$ cat config.mk
export PLATFORM = sky130hd
export DESIGN_NAME = hex_scan_ctrl
export DESIGN_NICKNAME = d
export VERILOG_FILES = /design/src/rtl/hex_scan_ctrl.sv
export SDC_FILE = /design/constraint.sdc
export NUM_CORES = 1
export LEC_CHECK = 0
export ABC_AREA = 1
export BUFFER_PORTS_ARGS = -buffer_cell sky130_fd_sc_hd__buf_2
export CAP_MARGIN = 5
export CORE_MARGIN = 1.5
export CORE_UTILIZATION = 55
export CTS_CLUSTER_SIZE = 10
export DETAILED_ROUTE_END_ITERATION = 6
export GPL_TIMING_DRIVEN = 0
export PLACE_DENSITY = 0.78
export SYNTH_ARGS = -nofsm -noshare
export SYNTH_HDL_FRONTEND = slang
export SYNTH_SLANG_ARGS = --single-unit
$ cat constraint.sdc
create_clock -name clk -period 2.2 [get_ports clk]
set_clock_uncertainty 0.2 [all_clocks]
set_input_delay 0.22 -clock clk [delete_from_list [all_inputs] [get_ports clk]]
set_output_delay 0.22 -clock clk [all_outputs]
set_load 0.02 [all_outputs]
$ cat src/rtl/hex_scan_ctrl.sv
// Four-digit seven-segment scan controller; new values commit only on frame boundaries.
// Optional leading-zero blanking is enabled by defining HEX_SCAN_LZB_EN.
module hex_scan_ctrl #(
  parameter int DIV = 50000
) (
  input  logic        clk,
  input  logic        rst_n,
  input  logic        load,
  input  logic [15:0] data_in,
  output logic        busy,
  output logic        ack,
  output logic [3:0]  nib,
  input  logic [6:0]  hex,
  output logic [6:0]  seg,
  output logic [3:0]  an
);
  localparam int PW = $clog2(DIV);

  typedef enum logic [1:0] {DARK, SCAN, GAP} state_t;

  state_t        state_q, state_d;
  logic [15:0]   disp_q, disp_d;
  logic [15:0]   shadow_q, shadow_d;
  logic          pend_q, pend_d;
  logic [1:0]    idx_q, idx_d;
  logic [PW-1:0] pre_q;
  logic          ack_q;
  logic [6:0]    seg_q, seg_d;
  logic [3:0]    an_q, an_d;
  logic          tick;
  logic          commit;
  logic [3:0]    blank;

`ifdef HEX_SCAN_LZB_EN
  assign blank[0] = 1'b0;
  for (genvar gi = 1; gi < 4; gi++) begin : g_lzb
    assign blank[gi] = (disp_q[15:4*gi] == '0);
  end
`else
  assign blank = 4'h0;
`endif

  assign tick = (pre_q == PW'(DIV - 1));
  assign nib  = disp_q[{idx_q, 2'b00} +: 4];

  always_comb begin
    state_d = state_q;
    idx_d   = idx_q;
    commit  = 1'b0;
    case (state_q)
      DARK: begin
        if (tick && pend_q) begin
          commit  = 1'b1;
          idx_d   = 2'd0;
          state_d = GAP;
        end
      end
      SCAN: begin
        if (tick) begin
          commit  = pend_q && (idx_q == 2'd3);
          idx_d   = idx_q + 2'd1;
          state_d = GAP;
        end
      end
      GAP:     state_d = SCAN;
      default: state_d = DARK;
    endcase

    // A load coinciding with a commit lands in shadow after the old value is taken.
    disp_d   = commit ? shadow_q : disp_q;
    shadow_d = load ? data_in : shadow_q;
    pend_d   = load | (pend_q & ~commit);

    // Segment/anode pins are registered, so the decoder settles during the prior cycle.
    an_d  = 4'hF;
    seg_d = 7'h7F;
    if (state_q == SCAN) begin
      an_d  = ~(4'b0001 << idx_q);
      seg_d = blank[idx_q] ? 7'h7F : hex;
    end
  end

  always_ff @(posedge clk) begin
    if (!rst_n) begin
      state_q  <= DARK;
      disp_q   <= 16'h0000;
      shadow_q <= 16'h0000;
      pend_q   <= 1'b0;
      idx_q    <= 2'd0;
      pre_q    <= '0;
      ack_q    <= 1'b0;
      seg_q    <= 7'h7F;
      an_q     <= 4'hF;
    end else begin
      state_q  <= state_d;
      disp_q   <= disp_d;
      shadow_q <= shadow_d;
      pend_q   <= pend_d;
      idx_q    <= idx_d;
      pre_q    <= tick ? '0 : pre_q + PW'(1);
      ack_q    <= commit;
      seg_q    <= seg_d;
      an_q     <= an_d;
    end
  end

  assign busy = pend_q;
  assign ack  = ack_q;
  assign seg  = seg_q;
  assign an   = an_q;

endmodule

==> reports/metrics.yaml, run 1 <==
final_layout:
  layout_commonest_cell: "nor2_1"
  num_antenna_cells: 0
  nets: 473
  final_cell_area_um2: 3430
  layout-drive-gt1-share: 0.183
  final_cell_mix: "94 x nor2_1, 68 x nand2_1, 65 x dfxtp_1"
  area_growth_pct: 27.1
power:
  power_density_nw_per_um2: 706
  leakage_uw: 0.00153
  irDropWorstVdd_mv: 0.399
sta:
  fin_crit_ns: 2.03
  tightestPinTransition_ns: 0.527
  setup_viol: 0
  whs_ns: 0.0420
  max_freq_ghz: 0.493
  period_share: 0.923
  rsz0062_at_grt: "no"
  final.setup.tns_ns: 0
  slew_headroom: 0.649
  maxSlewViolCount: 0
  hold_violations: 0
setup_path:
  worstSetupStartpointType: "flip-flop"
  cpMaxStageDelayCell: "dfxtp_1"
  path_cells: "inv_1 > clkbuf_2 > a21oi_1 > a21oi_1 > buf_2"
  r2r_cells: 7
  critPathRequiredTime_ns: 1.78
  cpMostUsedCell: "a21oi_1"
  critPathTopFamily: "buffers and inverters"
  critPathMaxFanout: 11
  path_class: "flip-flop to primary output"
  slowest_delay_ns: 0.50
  end_kind: "primary output"
  worstPathBufferInverterCount: 3
  path_depth: 5
  arrival_ns: 1.61
global_routing:
  grt_antenna_before_repair: 0
  grt_pass1_wl_um: 9630
  grt_usage: 0.237
  grt_max_degree: 12
  grt_pass1_vias: 2269
  overflow: 0
drt:
  wl_per_cell_um: 11.0
  wirelength_um: 5660
  drtAntennaViolNets: 0
  vias: 2442
  firstDrtPassIters: 5
  drt_iter0_drc: 161
  drc: 0
  vias_per_cell: 4.75
clocking:
  clockRootBuffer: "clkbuf_8"
  postCtsSetupBuffers: 0
  cts.htree.levels: 3
  cts_tree: "done"
  clkTransAtPathRegs_ns: 0.07
  clock-sinks: 65
  insertion_delay_ns: 0.34
  numCtsBuffers: 9
  clock_path_buffers: 2
synth:
  yosysUniqueCellTypes: 27
  syn_area_um2: 2700
  synth_warnings: 0
  synth_area_per_cell_um2: 7.36
  synth_seq_area_share: 0.482
  ys_seq_elements: 65
  synthCells: 367
  syn-num-nets: 398
placed_design:
  io_buffers: 41
  globalplace.congestion: 0.886
  dp.final_hpwl_um: 3740
  dpl_cell_area_um2: 2990
die:
  initial_core_util: 0.572
  ios: 43
  core_um2: 4720
  die_h_um: 73.1
  design.die.area_um2: 5340
  rows: 25
  die_width_um: 73.1
hold_path:
  whs_path_depth: 3
  hold_path_class: "input pin to flip-flop"
run:
  drv_cap: 0
outcome:
  outcome: "finished, final reports clean"
[final cells by class]
type / count / area, um2
Buffer: 11 / 68.8
Clock buffer: 11 / 131
Clock inverter: 5 / 80.1
Fill cell: 388 / 1290
Inverter: 36 / 136
Multi-Input combinational cell: 255 / 1200
Sequential cell: 65 / 1300
Tap cell: 67 / 83.8
Timing Repair Buffer: 64 / 435
[timing repair]
action,in CTS,in global routing
hold buffers,23,0
endpoints found under the setup margin,0,4
gates resized for setup,0,2
hold endpoints to repair,23,0
[kinds of logic (layout without fill, tap and decap cells)]
family / after synthesis / count (layout) / synth area share
adders and majority gates: 5 / 5 / 0.0232
DFF: 65 / 65 / 0.482
and+or+nand+nor: 201 / 201 / 0.320
xor gates and xnor gates: 6 / 6 / 0.0195
AOI/OAI and AO/OA: 43 / 43 / 0.0806
buffers and inverters: 47 / 127 / 0.0755
[stage by stage]
| step | power, uW | instances | util | worst slack [ns] |
|---|---|---|---|---|
| finish | 2430 | 514 | 0.727 | 0.170 |
| global route | 2510 | 514 | 0.727 | 0.0507 |
| CTS | 2450 | 514 | 0.727 | 0.00573 |
| detailed placement | 1330 | 475 | 0.633 | 0.336 |
| global placement | 1330 | 475 | 0.633 | 0.337 |
| floorplan | 1290 | 367 | - | 0.571 |
[report_power, final]
| group | internal, uW | total (uW) | switching [uW] |
|---|---|---|---|
| Clock | 637 | 1090 | 449 |
| Sequential | 1200 | 1220 | 14.3 |
| Combinational | 63.8 | 123 | 59.1 |
[synthesized netlist by cell type, drive strengths merged]
master	count	area, um2
nand4	5	46.3
or2	8	50.1
nor3b	1	7.51
a21oi	19	95.1
nand3b	1	7.51
nor3	7	40.0
nand3	10	55.1
o31ai	1	7.51
clkbuf	5	18.8
nand2	71	274
dfxtp	65	1300
buf	6	48.8
clkinv	3	12.5
nor2	98	383
xor2	6	52.6
inv	33	124
ha	5	62.6
o21ai	23	115
[registers in the layout (all words and copies together), names as in the netlist]
register / flops
state_q: 2
disp_q: 16
pre_q: 16
seg: 7
shadow_q: 16
idx_q: 2
an: 4
busy: 1
ack: 1
[worst min-delay path: cells and delay by family]
kind                   cells  cell delay [ns]
buffers and inverters      1             0.15
and+or+nand+nor            1             0.07
AOI/OAI and AO/OA          1             0.10
[layer usage]
metal,vias to the layer above,global-route usage,routed length (um)
met3,12,0.0456,162
met5,-,0,0
met4,0,0.126,144
met2,56,0.390,2660
met1,1082,0.292,2700
li1,1292,-,-
[final timing paths]
kind | start | endpoint | slack, ns
max reg2reg | idx_q[0] | disp_q[14] | 0.31
min reg2reg | pre_q[0] | pre_q[0] | 0.25
max | idx_q[0] | nib[0] | 0.17
min | load | shadow_q[2] | 0.04
(Power assumes the default switching activity.)
==> run 2, diff against run 1 <==
--- a/config.mk
+++ b/config.mk
@@ -5,7 +5,6 @@
 export SDC_FILE = /design/constraint.sdc
 export NUM_CORES = 1
 export LEC_CHECK = 0
-export ABC_AREA = 1
 export BUFFER_PORTS_ARGS = -buffer_cell sky130_fd_sc_hd__buf_2
 export CAP_MARGIN = 5
 export CORE_MARGIN = 1.5
==> reports/metrics.yaml, run 2 <==
clocking:
  clock-sinks: 65  # unchanged
  clkTransAtPathRegs_ns: 0.07  # about the same
  cts_tree: "done"  # unchanged
  insertion_delay_ns: 0.32  # was 0.34 ns
  clockRootBuffer: "clkbuf_8"  # unchanged
  numCtsBuffers: 9  # unchanged
  clock_path_buffers: 2  # unchanged
  cts.htree.levels: 3  # unchanged
run:
  drv_cap: 0  # unchanged
synth:
  synthCells: 268  # was 367
  synth_top_area_share: 0.489  # was 0.482
  synth_area_per_cell_um2: 9.93  # was 7.36 um2
  yosysMostFrequentCell: "dfxtp_1"  # was nor2_1
  ys.flop_type: "dfxtp_1"  # unchanged
  ys_seq_elements: 65  # unchanged
  synth_seq_area_share: 0.489  # was 0.482
  syn-num-nets: 299  # was 398
  syn_area_um2: 2660  # was 2700 um2
  postSynth.asyncResetShare: 0  # unchanged
  synth_edf_count: 0  # unchanged
  synth_warnings: 0  # unchanged
  yosysTopAreaCell: "dfxtp_1"  # unchanged
  yosysUniqueCellTypes: 36  # was 27
  synth.top_cells.by_area: "dfxtp_1 49%, mux2i_1 6.4%, nor2b_1 4.5%"  # was dfxtp_1 48%, nor2_1 13%, nand2_1 9.4%
  ys_top_cells_by_count: "65 x dfxtp_1, 22 x nand3_1, 19 x nor2b_1, 17 x mux2i_1, 16 x o21ai_0"  # was 94 x nor2_1, 68 x nand2_1, 65 x dfxtp_1, 32 x inv_1, 23 x o21ai_0
final_layout:
  layout_commonest_cell: "dfxtp_1"  # was nor2_1
  fill_cells: 373  # was 388
  layout-drive-gt1-share: 0.215  # was 0.183
  final_cells: 403  # was 514
  final_cell_mix: "64 x dfxtp_1, 47 x buf_2, 23 x dlygate4sd3_1"  # was 94 x nor2_1, 68 x nand2_1, 65 x dfxtp_1
  largestRegisters: "disp_q x16, pre_q x16, shadow_q x16"  # unchanged
  final_core_utilization: 0.716  # was 0.727
  nets: 375  # was 473
  area_growth_pct: 26.2  # was 27.1%
  num_antenna_cells: 0  # unchanged
drt:
  drc: 0  # unchanged
  vias: 2107  # was 2442
  vias_per_cell: 5.23  # was 4.75
  drt_iter0_drc: 115  # was 161
  drtAntennaViolNets: 0  # unchanged
  wirelength_um: 5300  # was 5660 um
  firstDrtPassIters: 4  # was 5
  wl_per_cell_um: 13.2  # was 11.0 um
die:
  die_h_um: 72.6  # was 73.1 um
  initial_core_util: 0.567  # was 0.572
  core_um2: 4690  # was 4720 um2
  ios: 43  # unchanged
  rows: 25  # unchanged
  design.die.area_um2: 5270  # was 5340 um2
  die_width_um: 72.6  # was 73.1 um
global_routing:
  grt_pass1_wl_um: 8490  # was 9630 um
  grt_antenna_before_repair: 0  # unchanged
  grt_usage: 0.209  # was 0.237
  grt_max_degree: 12  # unchanged
  grt_pass1_vias: 1895  # was 2269
  overflow: 0  # unchanged
setup_path:
  worstSetupStartpointType: "flip-flop"  # unchanged
  path_class: "flip-flop to flip-flop"  # was flip-flop to primary output
  arrival_ns: 2.07  # was 1.61 ns
  end_kind: "flip-flop"  # was primary output
  critPathRequiredTime_ns: 2.20  # was 1.78 ns
  critPathMaxFanout: 10  # was 11
sta:
  setup_viol: 0  # unchanged
  hold_violations: 0  # unchanged
  period_share: 0.941  # was 0.923
  max_freq_ghz: 0.483  # was 0.493 GHz
  slew_headroom: 0.712  # was 0.649
  fin_crit_ns: 2.07  # was 2.03 ns
  tightestPinTransition_ns: 0.432  # was 0.527 ns
  maxSlewViolCount: 0  # unchanged
placed_design:
  globalplace.congestion: 0.802  # was 0.886
  place_inst: 363  # was 475
  io_buffers: 41  # unchanged
  dp.final_hpwl_um: 3420  # was 3740 um
hold_path:
  hold_path_class: "input pin to flip-flop"  # unchanged
power:
  irDropWorstVdd_mv: 0.444  # was 0.399 mV
  leakage_uw: 0.00129  # was 0.00153 uW
  power_density_nw_per_um2: 672  # was 706 nW/um2
outcome:
  outcome: "finished, final reports clean"  # unchanged
-- run 2: cell count changes in the layout (fill, tap and decap cells not counted), sizes merged, moves of 9 or more --
cell	before	now
nor2	98	15
inv	33	6
nand2	71	11
a21boi	0	18
nand3	10	23
xnor2	0	9
a21oi	19	2
mux2i	0	17
nor2b	0	19
-- run 2: cell families after synthesis --
group | count (synthesis) | share of synthesized area
flip-flops | 65 | 0.489
AND/OR/NAND/NOR | 103 | 0.214
buffers and inverters | 22 | 0.0395
multiplexers | 21 | 0.0977
adder cells (fa/ha/maj) | 5 | 0.0235
XOR/XNOR | 13 | 0.0428
AO/OA/AOI/OAI | 39 | 0.0935
-- run 2: through the flow --
| step | power (uW) | setup WS, ns | hold slack (ns) | setup TNS (ns) | cell area [um2] |
|---|---|---|---|---|---|
| 2_1_floorplan | 1310 | 0.414 | 0.121 | 0 | 2660 |
| 3_3_place_gp | 1350 | 0.104 | 0.203 | 0 | 2940 |
| 3_5_place_dp | 1350 | 0.0730 | 0.206 | 0 | 2940 |
| 4_1_cts | 2270 | 0.0397 | 0.0651 | 0 | 3350 |
| 5_1_grt | 2340 | -0.0339 | 0.0856 | -0.0778 | 3360 |
| 6_report | 2260 | 0.131 | 0.0806 | 0 | 3360 |
-- run 2: worst paths after layout --
kind	slack, ns	to	depth (start not counted)	start
worst min register to register	0.27	disp_q[7]	2	shadow_q[7]
worst max-delay path	0.13	disp_q[1]	6	pre_q[0]
worst max register to register	0.13	disp_q[1]	6	pre_q[0]
worst min-delay path	0.08	pre_q[15]	3	rst_n
-- run 2: final cells by class --
| cell class | instances | area (um2) | share of cell area |
|---|---|---|---|
| clock inverter | 5 | 30.0 | 0.00894 |
| timing repair buffer | 66 | 450 | 0.134 |
| inverter | 6 | 22.5 | 0.00670 |
| clock buffer | 11 | 151 | 0.0450 |
| multi-input combinational | 181 | 1260 | 0.374 |
| sequential | 65 | 1300 | 0.388 |
| buffer | 15 | 80.1 | 0.0238 |
| tap | 54 | 67.6 | 0.0201 |
-- run 2: power breakdown --
group / switching [uW] / internal (uW)
clock: 435 / 464
combinational: 61.7 / 81.6
sequential: 16.8 / 1200
-- run 2: routing by layer --
metal | vias to the layer above | track usage | wire length [um]
li1 | 1081 | - | -
met1 | 964 | 0.273 | 2550
met2 | 50 | 0.323 | 2420
met3 | 12 | 0.0539 | 221
met4 | 0 | 0.0985 | 114
met5 | - | 0 | 0
-- run 2: worst max-delay path: stages, from the launching register on --
cell and delay, ns:
dfxtp_1 0.39, ha_1 0.28, nand4_1 0.21, nand4b_1 0.30, buf_2 0.24, o21ai_0 0.20, a21boi_0 0.12
-- run 2: timing repair --
| item | in CTS | in global routing |
|---|---|---|
| gates cloned | 0 | 0 |
| buffers inserted | 0 | 2 |
| endpoints found under the hold margin | 23 | 0 |
| pin swaps | 0 | 1 |
| hold buffers | 23 | 0 |
| gates resized for setup | 1 | 1 |
| setup endpoints to repair | 1 | 25 |
==> run 3, diff against run 2 <==
--- a/config.mk
+++ b/config.mk
@@ -5,6 +5,7 @@
 export SDC_FILE = /design/constraint.sdc
 export NUM_CORES = 1
 export LEC_CHECK = 0
+export ABC_AREA = 1
 export BUFFER_PORTS_ARGS = -buffer_cell sky130_fd_sc_hd__buf_2
 export CAP_MARGIN = 5
 export CORE_MARGIN = 1.5
@@ -13,6 +14,8 @@
 export DETAILED_ROUTE_END_ITERATION = 6
 export GPL_TIMING_DRIVEN = 0
 export PLACE_DENSITY = 0.78
+export RECOVER_POWER = 100
+export SKIP_CTS_REPAIR_TIMING = 1
 export SYNTH_ARGS = -nofsm -noshare
 export SYNTH_HDL_FRONTEND = slang
 export SYNTH_SLANG_ARGS = --single-unit
==> reports/metrics.yaml, run 3 (synthesis results as in run 1) <==
sta:
  slew_headroom: 0.627  # was 0.712
  setup_viol: 0  # unchanged
  max_freq_ghz: 0.489  # was 0.483 GHz
  rsz0062_at_grt: "no"
  fin_crit_ns: 2.05  # was 2.07 ns
  whs_ns: 0.0839  # was 0.0806 ns
  final.setup.tns_ns: 0  # unchanged
  hold_violations: 0  # unchanged
  tightestPinTransition_ns: 0.559  # was 0.432 ns
  period_share: 0.930  # was 0.941
  maxSlewViolCount: 0  # unchanged
clocking:
  numCtsBuffers: 9  # unchanged
  clockRootBuffer: "clkbuf_8"  # unchanged
  clkTransAtPathRegs_ns: 0.07  # about the same
  clock-sinks: 65  # unchanged
  cts_tree: "done"  # unchanged
  cts.htree.levels: 3  # unchanged
  clock_path_buffers: 2  # unchanged
  insertion_delay_ns: 0.34  # was 0.32 ns
die:
  ios: 43  # unchanged
  rows: 25  # unchanged
  die_width_um: 73.1  # was 72.6 um
  initial_core_util: 0.572  # was 0.567
  core_um2: 4720  # was 4690 um2
  design.die.area_um2: 5340  # was 5270 um2
  die_h_um: 73.1  # was 72.6 um
setup_path:
  regToRegStartpoint: "idx_q[0]"  # was pre_q[0]
  slowest_delay_ns: 0.50  # was 0.39 ns
  path_cells: "inv_1 > clkbuf_2 > a21oi_1 > a21oi_1 > clkbuf_2"  # was ha_1 > nand4_1 > nand4b_1 > buf_2 > o21ai_0 > a21boi_0
  critPathRequiredTime_ns: 1.78  # was 2.20 ns
  r2r_setup_slack_ns: 0.18  # was 0.13 ns
  reg2reg_to: "disp_q[14]"  # was disp_q[1]
  critPathMaxFanout: 11  # was 10
  r2r_cells: 7  # was 6
  worstSetupStartpointType: "flip-flop"  # unchanged
  worstPathBufferInverterCount: 3  # was 1
  end_kind: "primary output"  # was flip-flop
  cpMaxStageDelayCell: "dfxtp_1"  # unchanged
  critPathTopFamily: "buffers and inverters"  # was simple AND/OR/NAND/NOR gates
  path_class: "flip-flop to primary output"  # was flip-flop to flip-flop
  arrival_ns: 1.63  # was 2.07 ns
drt:
  drt_iter0_drc: 176  # was 115
  drc: 0  # unchanged
  firstDrtPassIters: 4  # unchanged
  vias_per_cell: 4.78  # was 5.23
  wirelength_um: 5780  # was 5300 um
  drtAntennaViolNets: 0  # unchanged
  wl_per_cell_um: 11.3  # was 13.2 um
  vias: 2456  # was 2107
hold_path:
  whs_path_depth: 3  # unchanged
  hold-path-endpoint: "idx_q[0]"  # was pre_q[15]
  hold_path_class: "input pin to flip-flop"  # unchanged
  hp-start: "rst_n"  # unchanged
power:
  power.internal_uw: 1900  # was 1750 uW
  power.net_switching_uw: 524  # was 514 uW
  power.share.clock: 0.448  # was 0.398
  leakage_uw: 0.00149  # was 0.00129 uW
  irDropWorstVdd_mv: 0.399  # was 0.444 mV
  seqPwrFrac: 0.502  # was 0.538
  power_frac_comb: 0.050  # was 0.063
  p_sw_frac: 0.216  # was 0.227
  power_density_nw_per_um2: 717  # was 672 nW/um2
placed_design:
  globalplace.congestion: 0.886  # was 0.802
  dp.final_hpwl_um: 3740  # was 3420 um
  io_buffers: 41  # unchanged
global_routing:
  grt_usage: 0.223  # was 0.209
  grt_max_degree: 12  # unchanged
  grt_pass1_vias: 2111  # was 1895
  grt_pass1_wl_um: 9070  # was 8490 um
  overflow: 0  # unchanged
  grt_antenna_before_repair: 0  # unchanged
run:
  drv_cap: 0  # unchanged
final_layout:
  largestRegisters: "disp_q x16, pre_q x16, shadow_q x16"  # unchanged
  final_cell_mix: "94 x nor2_1, 69 x nand2_1, 65 x dfxtp_1"  # was 64 x dfxtp_1, 47 x buf_2, 23 x dlygate4sd3_1
  nets: 473  # was 375
  layout_commonest_cell: "nor2_1"  # was dfxtp_1
  layout-drive-gt1-share: 0.145  # was 0.215
  num_antenna_cells: 0  # unchanged
  area_growth_pct: 25.2  # was 26.2%
  final_core_utilization: 0.716  # about the same
  fill_cells: 406  # was 373
outcome:
  outcome: "finished, final reports clean"  # unchanged
==> run 3: changes by cell type in the layout (fill, tap and decap cells not counted), sizes merged, moves of 8 or more <==
cell	before	now
a21boi	18	0
a21oi	2	19
buf	51	26
clkbuf	18	37
inv	6	33
mux2i	17	0
nand2	11	71
nand2b	8	0
nand3	23	10
nor2	15	98
nor2b	19	0
xnor2	9	0
==> run 3: how the worst max path moves through the flow <==
stage / start / endpoint / slack [ns] / cells after the start
CTS: idx_q[0] / nib[0] / 0.006 / 5
global route: pre_q[0] / pre_q[11] / 0.03 / 7
detailed placement: idx_q[0] / disp_q[14] / 0.34 / 7
global placement: idx_q[0] / disp_q[14] / 0.34 / 7
floorplan: idx_q[0] / nib[0] / 0.57 / 4
finish: idx_q[0] / nib[0] / 0.15 / 5
==> run 3: worst min-delay path, cell delays in order <==
cell	delay (ns)
clkbuf_1	0.19
o21ai_0	0.13
nor2_1	0.04
==> run 3: power groups by stage <==
stage	registers, uW	clock network (uW)	logic [uW]
6_report	1220	1090	121
4_1_cts	1220	1110	91.1
2_1_floorplan	1240	0	51.3
3_3_place_gp	1240	0	86.8
3_5_place_dp	1240	0	90.2
5_1_grt	1220	1150	135
==> run 3: metal layers <==
metal / vias up / wire length (um) / GRT usage
li1: 1294 / - / -
met1: 1092 / 2770 / 0.283
met2: 59 / 2690 / 0.353
met3: 11 / 184 / 0.0456
met4: 0 / 138 / 0.126
met5: - / 0 / 0
==> run 3: layout make-up <==
class,instances,area (um2),area share
buffer,11,56.3,0.0167
inverter,36,136,0.0403
multi-input combinational,255,1170,0.347
clock inverter,5,80.1,0.0237
timing repair buffer,64,418,0.124
sequential,65,1300,0.385
tap,67,83.8,0.0248
clock buffer,11,131,0.0389
==> run 3: metrics by stage <==
step	cell area (um2)	setup slack [ns]	power [uW]	std cells
global route	3380	0.0314	2510	514
CTS	3200	0.00573	2420	491
floorplan	2700	0.571	1290	367
finish	3380	0.155	2430	514
detailed placement	2990	0.336	1330	475
global placement	2990	0.337	1330	475
